**src/rtl/fifo_pkg.sv**
```systemverilog
// Shared constants and helpers for the synchronous FIFO.
package fifo_pkg;

  localparam int FWFT_OFF = 0;
  localparam int FWFT_ON  = 1;

  // Occupancy and pointers need one extra bit to tell full from empty.
  function automatic int level_width(input int addr_width);
    return addr_width + 1;
  endfunction

endpackage

```
**src/rtl/fifo_ram.sv**
```systemverilog
// Simple dual-port storage: one synchronous write port, one synchronous read port.
module fifo_ram #(
  parameter int DATA_WIDTH = 8,
  parameter int ADDR_WIDTH = 8
) (
  input  logic                  clk,
  input  logic                  rst,
  input  logic                  we,
  input  logic [ADDR_WIDTH-1:0] waddr,
  input  logic [DATA_WIDTH-1:0] wdata,
  input  logic                  re,
  input  logic [ADDR_WIDTH-1:0] raddr,
  output logic [DATA_WIDTH-1:0] rdata
);

  logic [DATA_WIDTH-1:0] mem [2**ADDR_WIDTH];

  // Write port; array contents are never reset.
  always_ff @(posedge clk) begin
    if (we) mem[waddr] <= wdata;
  end

  // Read register; only the output register is cleared so r_data reads 0 after reset.
  always_ff @(posedge clk) begin
    if (rst)     rdata <= '0;
    else if (re) rdata <= mem[raddr];
  end

endmodule

```
**src/rtl/fifo_sync_param.sv**
```systemverilog
// Single-clock FIFO: pointer/level/flag control around a fifo_ram instance.
module fifo_sync_param import fifo_pkg::*; #(
  parameter int DATA_WIDTH    = 8,
  parameter int ADDR_WIDTH    = 8,
  parameter int AFULL_THRESH  = (2**ADDR_WIDTH) - 2,
  parameter int AEMPTY_THRESH = 2,
  parameter int FWFT          = FWFT_OFF
) (
  input  logic                  clk,
  input  logic                  rst,
  input  logic                  flush,
  input  logic                  w_push,
  input  logic [DATA_WIDTH-1:0] w_data,
  output logic                  w_full,
  output logic                  w_almost_full,
  output logic                  w_overflow,
  input  logic                  r_pop,
  output logic [DATA_WIDTH-1:0] r_data,
  output logic                  r_empty,
  output logic                  r_almost_empty,
  output logic                  r_underflow,
  output logic [ADDR_WIDTH:0]   level
);

  localparam int            LW     = level_width(ADDR_WIDTH);
  localparam logic [LW-1:0] ONE    = LW'(1);
  localparam logic [LW-1:0] AF_LVL = LW'(AFULL_THRESH);
  localparam logic [LW-1:0] AE_LVL = LW'(AEMPTY_THRESH);

  logic [LW-1:0]         wr_ptr, rd_ptr, wr_ptr_nxt, rd_ptr_nxt, level_nxt;
  logic                  push_acc, pop_acc, empty_nxt, full_nxt;
  logic                  ram_re, byp;
  logic [ADDR_WIDTH-1:0] ram_raddr;
  logic [DATA_WIDTH-1:0] ram_q, byp_data;

  // Flush swallows both requests; a full FIFO rejects push, an empty one rejects pop.
  assign push_acc = w_push & ~w_full  & ~flush;
  assign pop_acc  = r_pop  & ~r_empty & ~flush;

  // Next pointers, level and the flags derived from them.
  always_comb begin
    wr_ptr_nxt = wr_ptr;
    rd_ptr_nxt = rd_ptr;
    level_nxt  = level;
    if (flush) begin
      wr_ptr_nxt = '0;
      rd_ptr_nxt = '0;
      level_nxt  = '0;
    end else begin
      if (push_acc) wr_ptr_nxt = wr_ptr + ONE;
      if (pop_acc)  rd_ptr_nxt = rd_ptr + ONE;
      case ({push_acc, pop_acc})
        2'b10:   level_nxt = level + ONE;
        2'b01:   level_nxt = level - ONE;
        default: level_nxt = level;
      endcase
    end
    empty_nxt = (wr_ptr_nxt == rd_ptr_nxt);
    full_nxt  = (wr_ptr_nxt[ADDR_WIDTH-1:0] == rd_ptr_nxt[ADDR_WIDTH-1:0]) &&
                (wr_ptr_nxt[ADDR_WIDTH] != rd_ptr_nxt[ADDR_WIDTH]);
  end

  // Control state and registered flags; overflow/underflow only clear on rst.
  always_ff @(posedge clk) begin
    if (rst) begin
      wr_ptr         <= '0;
      rd_ptr         <= '0;
      level          <= '0;
      w_full         <= 1'b0;
      w_almost_full  <= 1'b0;
      w_overflow     <= 1'b0;
      r_empty        <= 1'b1;
      r_almost_empty <= 1'b1;
      r_underflow    <= 1'b0;
    end else begin
      wr_ptr         <= wr_ptr_nxt;
      rd_ptr         <= rd_ptr_nxt;
      level          <= level_nxt;
      w_full         <= full_nxt;
      w_almost_full  <= (level_nxt >= AF_LVL);
      r_empty        <= empty_nxt;
      r_almost_empty <= (level_nxt <= AE_LVL);
      w_overflow     <= w_overflow  | (w_push & w_full  & ~flush);
      r_underflow    <= r_underflow | (r_pop  & r_empty & ~flush);
    end
  end

  // Registered-read mode reads on pop only, so r_data holds between pops.
  // FWFT mode prefetches the next head every cycle the FIFO will be non-empty.
  assign ram_re    = (FWFT == FWFT_ON) ? (level_nxt != '0) : pop_acc;
  assign ram_raddr = (FWFT == FWFT_ON) ? rd_ptr_nxt[ADDR_WIDTH-1:0]
                                       : rd_ptr[ADDR_WIDTH-1:0];

  // A word written into the slot that becomes head this edge is not yet in
  // the RAM read path, so it is forwarded straight from w_data.
  always_ff @(posedge clk) begin
    if (rst) begin
      byp      <= 1'b0;
      byp_data <= '0;
    end else if ((FWFT == FWFT_ON) && ram_re) begin
      byp      <= push_acc && (wr_ptr[ADDR_WIDTH-1:0] == rd_ptr_nxt[ADDR_WIDTH-1:0]);
      byp_data <= w_data;
    end
  end

  assign r_data = byp ? byp_data : ram_q;

  fifo_ram #(
    .DATA_WIDTH (DATA_WIDTH),
    .ADDR_WIDTH (ADDR_WIDTH)
  ) u_ram (
    .clk   (clk),
    .rst   (rst),
    .we    (push_acc),
    .waddr (wr_ptr[ADDR_WIDTH-1:0]),
    .wdata (w_data),
    .re    (ram_re),
    .raddr (ram_raddr),
    .rdata (ram_q)
  );

endmodule

```
**config.mk**
```make
export PLATFORM = sky130hd
export DESIGN_NAME = fifo_sync_param
export DESIGN_NICKNAME = d
export VERILOG_FILES = /design/src/rtl/fifo_pkg.sv /design/src/rtl/fifo_ram.sv /design/src/rtl/fifo_sync_param.sv
export SDC_FILE = /design/constraint.sdc
export NUM_CORES = 2
export LEC_CHECK = 0
export CAP_MARGIN = 40
export CORE_MARGIN = 4
export CORE_UTILIZATION = 55
export DETAILED_ROUTE_END_ITERATION = 8
export PLACE_DENSITY = 0.71
export SLEW_MARGIN = 10
export SYNTH_ARGS = -nofsm -noshare
export SYNTH_HDL_FRONTEND = slang
export SYNTH_HIERARCHICAL = 1
export SYNTH_SLANG_ARGS = --single-unit
```
**constraint.sdc**
```tcl
create_clock -name clk -period 3.4 [get_ports clk]
set_input_delay 0.34 -clock clk [delete_from_list [all_inputs] [get_ports clk]]
set_output_delay 0.34 -clock clk [all_outputs]
set_load 0.01 [all_outputs]
```
==> summary.md <==
| Metric | Value |
|---|---|
| Lkg Pwr | `29.8 nW` |
| Tcrit/Tclk final | `0.969` |
| Vias post-DR | `45,320` |
| Mapped cell area | `0.0824 mm^2` |
| Cell mode on critical path | `buf_4` |
| Post-DRT Antenna Nets | `0` |
| Number of buffers added on ports | `35` |
| Cell Chain, Critical Path | `buf_4 -> inv_2 -> nor2_1 -> buf_4 -> a2111oi_0 -> buf_4 -> a2111oi_0 -> and3_1 -> a221o_1` |
| Commonest non-fill, non-tap cell in the layout | `edfxtp_1` |
| Synth top area cells | `edfxtp_1 75%, mux4_2 9.6%, mux2i_1 3.5%` |
| Final HPWL DP | `144 mm` |
| Worst slew margin | `0.333` |
| Top delay family on crit path | `buffers and inverters` |
| Num CTS Buffers | `199` |
| IO Pins | `36` |
| Hold Path Class | `input pin to flop` |
| Clk root buf | `clkbuf_16` |
| Clock-pin slew on the worst setup and hold paths | `0.06 ns` |
| P per Cell Area | `540 mW/mm^2` |
| Reg2reg setup slack | `0.10 ns` |
| Kind of start point of the critical path | `flop` |
| Gate Count Post-Synth | `4,167` |
| Max Cap Viol | `0` |
| Setup Skew | `0.0398 ns` |
| Final Critical Period | `3.30 ns` |
| RSZ-0062 raised after global routing | `false` |
| Worst r2r src | `rd_ptr[2]$_SDFF_PP0_` |
| Wire per inst | `32.2 um` |
| Worst reg2reg endpoint | `u_ram/rdata[5]$_SDFFE_PP0P_` |
| Sequential share of the synthesized area | `0.756` |
| Top cell type by total area after synthesis | `edfxtp_1` |
| Die ar. | `0.156 mm^2` |
| Synth cell types | `72` |
| Iteration-0 DRC count of the detailed router | `6,673` |
| Vias per inst | `6.56` |
| Synth Flop Type | `edfxtp_1` |
| Core Area | `0.148 mm^2` |
| Data arrival, critical path | `4.02 ns` |
| Worst-Skew Late Latency | `0.84 ns` |
| Asr flop ratio synth | `0` |
| CTS tree | `built` |
| Synthesized Nets | `4,184` |
| Reg2reg path depth | `9` |
| # placed instances | `6,526` |
| Avg Cell Area, Syn | `19.8 um^2` |
| Fmax | `303 MHz` |
| Placer Congestion | `0.920` |
| # clock sinks | `2,089` |
| First-pass GRT wire length | `321 mm` |
| H-tree depth | `4` |
| Layout Utilization | `0.641` |
| Critical Path Fanout Max | `22` |
| Gr usage total | `0.285` |
| Area share of the leading cell type in the synthesized netlist | `0.746` |
| Tot Pwr | `51.4 mW` |
| Max clock buf depth | `3` |
| Crit-path max cell delay | `0.67 ns` |
| Critical path class | `flop to flop` |
| Share of layout cells above drive strength 1 | `0.257` |
| Final non-filler cell total | `6,906` |
| Max-slew violations | `0` |
| Number of warnings issued by yosys | `6` |
| Cell depth of the worst hold path | `1` |
| Post-synth EDFFs | `2,048` |
| Req. time, crit path | `4.13 ns` |
| Pin count of the biggest net entering global routing | `119` |
| Setup bufs post-CTS | `0` |
| Grt total ovfl | `0` |
| Initial antenna violation count | `12` |
| Layout Area Growth over Synthesis | `15.4%` |
| Hold Violations, Final | `0` |
| Die span in x | `395 um` |
| Worst min-delay path endpoint | `u_ram/mem[91][2]$_DFFE_PP_` |
| Die height | `395 um` |
| Hold Crit Start | `w_data[2]` |
| Number of global-route vias before repair | `44,126` |
| Layout net count | `4,745` |
| Outcome | `completed` |
| Worst Setup End Kind | `flop` |
| Number of setup violations in the final report | `0` |
| Worst-margin pin slew | `0.990 ns` |
| Sum of buffers and inverters on the critical path | `4` |
| Initial core utilization | `0.556` |
| Drt first pass iters | `9` |
| Most frequent cells in the layout | `2,048 x edfxtp_1, 527 x buf_4, 353 x mux4_2, 330 x nor2_1, 287 x mux2i_1` |
| VDD IR-drop max | `510 uV` |
| Synth Register Bits | `2,089` |
| Total Wirelength | `222 mm` |
| Remaining routing DRC violations | `0` |
| Slowest cell on crit path | `a2111oi_0` |
| Rows | `141` |
==> final cells by class <==
type,count,area (um^2)
Clock buffer,256,5280
Clock inverter,118,1270
Timing Repair Buffer,617,5410
Inverter,12,52.6
Tap cell,2002,2500
Antenna cell,3,7.51
Sequential cell,2089,62300
Fill cell,9811,53200
Multi-Input combinational cell,1809,18300
==> report_power, final <==
group	internal (mW)	switching (mW)	leakage, nW	total [mW]
registers	28.3	0.0168	18.7	28.3
logic	0.279	0.650	7.84	0.929
clock network	12.6	9.59	3.18	22.2
total	41.1	10.3	29.8	51.4
==> how the worst max path moves through the flow <==
stage	from	endpoint	cells after the start
after floorplan	flush	w_almost_full$_SDFF_PP0_	14
after global placement	r_pop	u_ram/rdata[4]$_SDFFE_PP0P_	11
after detailed placement	r_pop	u_ram/rdata[1]$_SDFFE_PP0P_	13
after CTS	rd_ptr[0]$_SDFF_PP0_	u_ram/rdata[4]$_SDFFE_PP0P_	11
after global routing	rd_ptr[0]$_SDFF_PP0_	u_ram/rdata[7]$_SDFFE_PP0P_	8
final	rd_ptr[2]$_SDFF_PP0_	u_ram/rdata[5]$_SDFFE_PP0P_	9
==> routing by layer <==
metal | vias to the layer above | wire length [um] | GRT usage
met5 | - | 68 | 0
met4 | 10 | 9640 | 0.111
met3 | 523 | 28100 | 0.0751
met2 | 3086 | 103000 | 0.429
met1 | 23378 | 82200 | 0.405
li1 | 18323 | - | -
==> synth_stat cells, drive strengths merged, types with 3 or more instances <==
library cell,instances
o21ai,47
edfxtp,2048
a22o,5
o31ai,4
inv,11
nand2,123
a211oi,35
or3,8
o21a,3
nor3,36
a311oi,3
or2,3
a221o,4
a2111oi,27
xor2,17
nand2b,11
or3b,6
nand3,56
dfxtp,41
a31oi,20
a21oi,49
ha,4
o211ai,3
a22oi,49
nand3b,4
and3,6
o221ai,51
nor4,14
mux2,3
buf,134
nor2b,21
and2,10
o22ai,101
mux2i,287
mux4,392
nor2,331
a221oi,10
nand4,27
clkbuf,123
xnor2,14
==> sequential cells by signal, summed over array words and instances (netlist names) <==
register and cells:
u_ram/mem 2048, level 9, rd_ptr 9, wr_ptr 9, u_ram/rdata 8, r_almost_empty 1, r_empty 1, r_underflow 1
w_almost_full 1, w_full 1, w_overflow 1
==> kinds of logic after synthesis <==
| family | after synthesis | share of synthesized area |
|---|---|---|
| XOR/XNOR | 32 | 0.00357 |
| adder cells (fa/ha/maj) | 4 | 0.000607 |
| AND/OR/NAND/NOR | 664 | 0.0356 |
| AO/OA/AOI/OAI | 427 | 0.0370 |
| buffers and inverters | 269 | 0.0232 |
| flip-flops | 2089 | 0.756 |
| multiplexers | 682 | 0.144 |
==> through the flow <==
stage	setup WS [ns]	TNS, ns	area [um^2]	hold WS, ns
finish	0.105	0	95100	0.110
CTS	0.0265	0	95100	0.113
detailed placement	-0.128	-0.247	88500	0.472
global placement	-0.119	-0.179	88500	0.449
global route	0.00630	0	95100	0.119
floorplan	0.614	0	82400	0.412
==> repair_timing <==
item                                    in CTS  in global routing
gates resized for setup                      1                  1
endpoints found under the hold margin        0                  8
hold buffers                                 0                  1
endpoints found under the setup margin       1                  1
Note: power is estimated with default switching activity, not from simulation.
